**config.mk**
```make
export PLATFORM = sky130hd
export DESIGN_NAME = multi_alarm_clock
export DESIGN_NICKNAME = d
export VERILOG_FILES = /design/src/rtl/multi_alarm_clock.sv
export SDC_FILE = /design/constraint.sdc
export NUM_CORES = 1
export LEC_CHECK = 0
export ABC_AREA = 0
export CAP_MARGIN = 20
export CORE_UTILIZATION = 55
export CTS_CLUSTER_DIAMETER = 60
export DETAILED_ROUTE_END_ITERATION = 10
export PLACE_DENSITY = 0.73
export SYNTH_ARGS = -nofsm -noshare
export SYNTH_HDL_FRONTEND = slang
export SYNTH_SLANG_ARGS = --single-unit
```
**constraint.sdc**
```tcl
create_clock -name clk -period 3.8 [get_ports clk]
set_clock_uncertainty 0.05 [all_clocks]
set_input_delay 0.76 -clock clk [delete_from_list [all_inputs] [get_ports clk]]
set_output_delay 0.76 -clock clk [all_outputs]
set_load 0.005 [all_outputs]
```
**src/rtl/multi_alarm_clock.sv**
```systemverilog
// multi_alarm_clock: BCD 24h clock with N alarm slots, snooze, ring timeout and load validation
module multi_alarm_clock #(
    parameter int CLK_DIV = 10,
    parameter int N_ALARMS = 4,
    parameter int SNOOZE_S = 300,
    parameter int RING_TIMEOUT_S = 60,
    localparam int AW = (N_ALARMS > 1) ? $clog2(N_ALARMS) : 1
) (
    input  logic                clk,
    input  logic                reset_n,
    input  logic [1:0]          H_in1,
    input  logic [3:0]          H_in0,
    input  logic [3:0]          M_in1,
    input  logic [3:0]          M_in0,
    input  logic                LD_time,
    input  logic                LD_alarm,
    input  logic [AW-1:0]       alarm_sel,
    input  logic [N_ALARMS-1:0] AL_ON,
    input  logic                STOP_al,
    input  logic                SNOOZE,
    output logic                Alarm,
    output logic [AW-1:0]       alarm_id,
    output logic                snoozed,
    output logic                ld_err,
    output logic                sec_tick,
    output logic [1:0]          H_out1,
    output logic [3:0]          H_out0,
    output logic [3:0]          M_out1,
    output logic [3:0]          M_out0,
    output logic [3:0]          S_out1,
    output logic [3:0]          S_out0
);
    localparam int DW = $clog2(CLK_DIV);
    localparam int CMAX = (SNOOZE_S > RING_TIMEOUT_S) ? SNOOZE_S : RING_TIMEOUT_S;
    localparam int CW = $clog2(CMAX + 1);
    localparam logic [1:0] IDLE = 2'd0;
    localparam logic [1:0] RINGING = 2'd1;
    localparam logic [1:0] SNOOZED = 2'd2;

    logic [DW-1:0] div_q;
    logic [1:0]    h1_q, h1_inc;
    logic [3:0]    h0_q, m1_q, m0_q, s1_q, s0_q;
    logic [3:0]    h0_inc, m1_inc, m0_inc, s1_inc, s0_inc;
    logic          c_m, c_h, ld_ok, sel_ok, tload, aload, adv, err;
    logic          sec_tick_q, ld_err_q, hit_q, hit_d;
    logic [AW-1:0] hit_id_q, hit_id_d, alarm_id_q, alarm_id_d;
    logic [13:0]   slot_q [N_ALARMS];
    logic [1:0]    state_q, state_d;
    logic [CW-1:0] cnt_q, cnt_d, cnt_inc;
    logic          en, ring_end, snz_end;

    // Cascaded BCD increment of the current time plus load validation
    always_comb begin
        c_m = (s1_q == 4'd5) && (s0_q == 4'd9);
        c_h = c_m && (m1_q == 4'd5) && (m0_q == 4'd9);
        s0_inc = (s0_q == 4'd9) ? 4'd0 : s0_q + 4'd1;
        s1_inc = (s0_q != 4'd9) ? s1_q : ((s1_q == 4'd5) ? 4'd0 : s1_q + 4'd1);
        m0_inc = !c_m ? m0_q : ((m0_q == 4'd9) ? 4'd0 : m0_q + 4'd1);
        m1_inc = !(c_m && m0_q == 4'd9) ? m1_q : ((m1_q == 4'd5) ? 4'd0 : m1_q + 4'd1);
        h0_inc = !c_h ? h0_q : ((h0_q == 4'd9 || (h1_q == 2'd2 && h0_q == 4'd3)) ? 4'd0 : h0_q + 4'd1);
        h1_inc = !c_h ? h1_q : ((h1_q == 2'd2 && h0_q == 4'd3) ? 2'd0 : ((h0_q == 4'd9) ? h1_q + 2'd1 : h1_q));
        ld_ok = (H_in1 <= 2'd2) && (H_in0 <= 4'd9) && !(H_in1 == 2'd2 && H_in0 > 4'd3) &&
                (M_in1 <= 4'd5) && (M_in0 <= 4'd9);
        sel_ok = 32'(alarm_sel) < N_ALARMS;
        tload = LD_time && ld_ok;
        aload = LD_alarm && ld_ok && sel_ok;
        adv = (div_q == DW'(CLK_DIV - 1)) && !tload;
        err = (LD_time && !ld_ok) || (LD_alarm && !(ld_ok && sel_ok));
    end

    // Lowest enabled slot equal to the new HH:MM:00 produced by this advance
    always_comb begin
        hit_d = 1'b0;
        hit_id_d = '0;
        for (int k = N_ALARMS - 1; k >= 0; k--)
            if (adv && c_m && AL_ON[k] && slot_q[k] == {h1_inc, h0_inc, m1_inc, m0_inc}) begin
                hit_d = 1'b1;
                hit_id_d = AW'(k);
            end
    end

    // Divider, time digits, registered pulses and registered match
    always_ff @(posedge clk) begin
        if (!reset_n) begin
            div_q <= '0;
            {h1_q, h0_q, m1_q, m0_q, s1_q, s0_q} <= '0;
            sec_tick_q <= 1'b0;
            ld_err_q <= 1'b0;
            hit_q <= 1'b0;
            hit_id_q <= '0;
        end else begin
            div_q <= (tload || adv) ? '0 : div_q + DW'(1);
            if (tload)
                {h1_q, h0_q, m1_q, m0_q, s1_q, s0_q} <= {H_in1, H_in0, M_in1, M_in0, 8'd0};
            else if (adv)
                {h1_q, h0_q, m1_q, m0_q, s1_q, s0_q} <= {h1_inc, h0_inc, m1_inc, m0_inc, s1_inc, s0_inc};
            sec_tick_q <= adv;
            ld_err_q <= err;
            hit_q <= hit_d;
            hit_id_q <= hit_id_d;
        end
    end

    // Alarm slot storage, HH:MM only
    always_ff @(posedge clk) begin
        if (!reset_n) begin
            for (int k = 0; k < N_ALARMS; k++) slot_q[k] <= '0;
        end else if (aload) begin
            slot_q[alarm_sel] <= {H_in1, H_in0, M_in1, M_in0};
        end
    end

    // Ring/snooze state machine; stop beats snooze beats expiry beats match
    always_comb begin
        state_d = state_q;
        alarm_id_d = alarm_id_q;
        cnt_d = cnt_q;
        en = AL_ON[alarm_id_q];
        cnt_inc = adv ? cnt_q + CW'(1) : cnt_q;
        ring_end = adv && (cnt_q == CW'(RING_TIMEOUT_S - 1));
        snz_end = adv && (cnt_q == CW'(SNOOZE_S - 1));
        case (state_q)
            IDLE: if (hit_q) begin
                state_d = RINGING;
                alarm_id_d = hit_id_q;
                cnt_d = '0;
            end
            RINGING: if (STOP_al || !en) state_d = IDLE;
                else if (SNOOZE) begin
                    state_d = SNOOZED;
                    cnt_d = '0;
                end else if (ring_end) state_d = IDLE;
                else cnt_d = cnt_inc;
            SNOOZED: if (STOP_al || !en) state_d = IDLE;
                else if (snz_end) begin
                    state_d = RINGING;
                    cnt_d = '0;
                end else if (hit_q) begin
                    state_d = RINGING;
                    alarm_id_d = hit_id_q;
                    cnt_d = '0;
                end else cnt_d = cnt_inc;
            default: state_d = IDLE;
        endcase
    end

    // State machine registers
    always_ff @(posedge clk) begin
        if (!reset_n) begin
            state_q <= IDLE;
            alarm_id_q <= '0;
            cnt_q <= '0;
        end else begin
            state_q <= state_d;
            alarm_id_q <= alarm_id_d;
            cnt_q <= cnt_d;
        end
    end

    assign Alarm = (state_q == RINGING);
    assign snoozed = (state_q == SNOOZED);
    assign alarm_id = alarm_id_q;
    assign ld_err = ld_err_q;
    assign sec_tick = sec_tick_q;
    assign {H_out1, H_out0, M_out1, M_out0, S_out1, S_out0} = {h1_q, h0_q, m1_q, m0_q, s1_q, s0_q};
endmodule

```
==> summary.txt <==
Wirelength, routed -> 15.66 mm
H-tree depth -> 3
TritonCTS clock tree -> yes
IO Pins -> 54
Grt ovf -> 0
Synth Instances -> 610
Initial core utilization -> 57.19%
Total of max-cap violations -> 0
Post-synth top area cell -> edfxtp_1
Site Rows -> 37
#FFs+latches synth -> 100
Worst reg-to-reg setup slack -> 120 ps
Die ar. -> 0.01120 mm²
Crit share post-route -> 96.71%
Final Hold Vio Count -> 0
Net switching power -> 0.5510 mW
Req. time, crit path -> 4040 ps
IO Port Bufs -> 53
Non-Filler Instances -> 823
RR Startpoint -> S_out0[3]
Drt drc -> 0
Post-synth EDFFs -> 56
Max-slew headroom -> 43.76%
Worst vdd ir -> 0.2250 mV
Tot Pwr -> 2.087 mW
DR WL/cell -> 19.02 µm
Area grow syn2layout -> 17.59%
Die W -> 105.8 µm
Measured slew at the worst slew-check pin -> 822.4 ps
Net Sw Frac -> 26.40%
Final number of setup-violating endpoints -> 0
Area of the core -> 0.01037 mm²
Post CTS Setup Buffer Count -> 0
Max frequency -> 272.1 MHz
Critical Path Source -> S_out0[3]
Crit end category -> flip-flop
Critical Path Fanout Max -> 6
Clock power frac -> 31.7%
Crit Path Class -> flip-flop to flip-flop
Post-Synthesis Cell Area -> 0.005931 mm²
P_leak -> 2.432 nW
Num CTS Buffers -> 9
Fin Setup TNS -> 0 ps
Share of cells above drive strength 1 -> 10.48%
Via-to-Cell Ratio -> 5.945
Synth cell types -> 73
Status -> completed
Register area share after synthesis -> 43.21%
Min Tclk post-route -> 3675 ps
Via count -> 4893
P_int -> 1.536 mW
Combinational Power Share -> 10.2%
Post-synth top area share -> 28.35%
Routed Antenna Nets -> 0
Hold crit path type -> flip-flop to flip-flop
GR Util All Layers -> 29.24%
First-pass DRT Iterations -> 5
Initial antenna violation count -> 0
Unrepaired setup endpoints after global routing -> false
Placed insts -> 807
Final nets -> 720
HPWL after DPL -> 11.61 mm
Starting DRC count in detailed routing -> 477
Setup WS pre-CTS -> 201.4 ps
Clock sink count -> 100
Pin count of the biggest net entering global routing -> 21
Worst skew pair latency -> 370 ps
Vias in the first global route -> 4718
PD cells -> 299.3 mW/mm²
Hold Crit Start -> div_q[0]
Setup ws final -> 124.9 ps
Fill count -> 862
Die height -> 105.8 µm
Mean Syn Cell Area -> 9.722 µm²
Hold slack final -> 454.0 ps
Sequential power share -> 58.1%
Fraction of registers with async set/reset -> 0%
CTS Hold Bufs -> 0
Clock buffer depth -> 2
Worst Path Arrival -> 3910 ps
Cts repair resizes -> 0
Pins Over Slew Limit -> 0
Clk slew on worst S/H paths -> 110 ps
Top post-synthesis cells by area -> edfxtp_1, dfxtp_1, xnor2_1
Routability Congestion -> 0.8934
First-pass GRT wire length -> 24.78 mm
CP startpoint kind -> flip-flop
Root Buffer -> clkbuf_8
Syn. warnings -> 0
Diode count -> 0
Main synth FF type -> edfxtp_1
[routing by layer]
| metal | GRT usage, % | up-vias | share of wire [%] | wire [µm] |
|---|---|---|---|---|
| li1 | - | 2337 | - | - |
| met1 | 41.23 | 2335 | 44 | 6954 |
| met2 | 44.58 | 185 | 46 | 7241 |
| met3 | 4.638 | 36 | 6.6 | 1039 |
| met4 | 12.40 | 0 | 2.7 | 420 |
| met5 | 0 | - | 0 | 0 |
[logic make-up (layout without fill, tap and decap cells)]
family | count (synthesis) | in the layout | share of synthesized area, %
AOI/OAI and AO/OA | 100 | 100 | 11.54
xor gates and xnor gates | 71 | 71 | 10.49
adders and majority gates | 12 | 12 | 2.532
buffers and inverters | 46 | 120 | 3.502
DFF | 100 | 100 | 43.21
muxes | 11 | 11 | 2.278
other | 1 | 4 | 0.06323
and+or+nand+nor | 269 | 269 | 26.39
[cells in the mapped netlist (all sizes together), types with 3 or more instances]
master,number
nor3,21
dfxtp,44
a211oi,15
clkbuf,25
nand3,22
or4b,3
o211ai,6
or2,4
mux2i,10
xor2,30
ha,12
nor2,55
edfxtp,56
and3b,3
buf,9
and4,3
a21oi,24
nand2,29
nor3b,7
nand2b,7
or3,5
a21boi,3
a2111oi,5
nand3b,7
xnor2,41
nor2b,7
nor4,8
o21ai,24
inv,12
and2,57
nand4,14
and3,4
[final cells by class]
type | instances | area [µm²] | share of cell area [%]
timing repair buffer | 92 | 835.8 | 11.98
inverter | 12 | 45.04 | 0.6459
tap | 136 | 170.2 | 2.440
clock inverter | 7 | 65.06 | 0.9329
multi-input combinational | 467 | 3172 | 45.48
clock buffer | 9 | 123.9 | 1.776
sequential | 100 | 2562 | 36.74
[flip-flops by register name, indices dropped and copies added, names as in the netlist]
register	flops
S_out0	4
M_out1	4
H_out0	4
S_out1	4
sec_tick	1
cnt_q	9
ld_err	1
M_out0	4
hit_id_q	2
H_out1	2
hit_q	1
alarm_id	2
div_q	4
state_q	2
slot_q	56
[placed cells by master, fill, tap and decap left out, types with 3 or more instances in the layout]
master and instances:
mux2i_1 9, nand3_1 22, and4_1 3, clkdlybuf4s50_1 53
a211oi_1 14, dfxtp_1 44, nand2_1 28, edfxtp_1 56
inv_1 12, clkbuf_8 9, xor2_1 30, xnor2_1 41
o211ai_1 6, nor2b_1 7, nand3b_1 7, nand4_1 12
or4b_1 3, a21oi_1 23, nor2_1 55, or2_2 3
conb_1 4, nor3b_1 6, nand2b_1 7, and3b_1 3
ha_1 12, o21ai_1 3, or3_1 5, buf_4 38
o21ai_0 21, a2111oi_0 5, nor3_1 21, and2_1 57
nor4_1 6, and3_1 4
[per-stage QoR]
stage          util, %  cell area (µm²)
2_1_floorplan        -             5942
3_3_place_gp     65.43             6785
3_5_place_dp     65.43             6785
4_1_cts          67.25             6974
5_1_grt          67.25             6974
6_report         67.25             6974
[critical path, cell delays in order, from the launching register on]
cell and delay [ps]:
dfxtp_1 420, or4bb_1 550, nor4_2 410, a21oi_4 110
xnor2_1 140, or4b_1 550, or4_1 540, or4b_1 570
a41oi_1 240
[power by group through the flow]
stage / Combinational [mW] / Clock (mW) / Sequential (mW)
global placement: 0.204 / 0 / 1.23
global route: 0.228 / 0.718 / 1.22
CTS: 0.210 / 0.676 / 1.21
floorplan: 0.110 / 0 / 1.23
detailed placement: 0.208 / 0 / 1.24
finish: 0.212 / 0.661 / 1.21
[final timing paths]
| check | end | cells after the start |
|---|---|---|
| min | div_q[0] | 1 |
| max | hit_q | 8 |
| max reg2reg | hit_q | 8 |
| min reg2reg | div_q[0] | 1 |
Note: power is estimated with default switching activity, not from simulation.
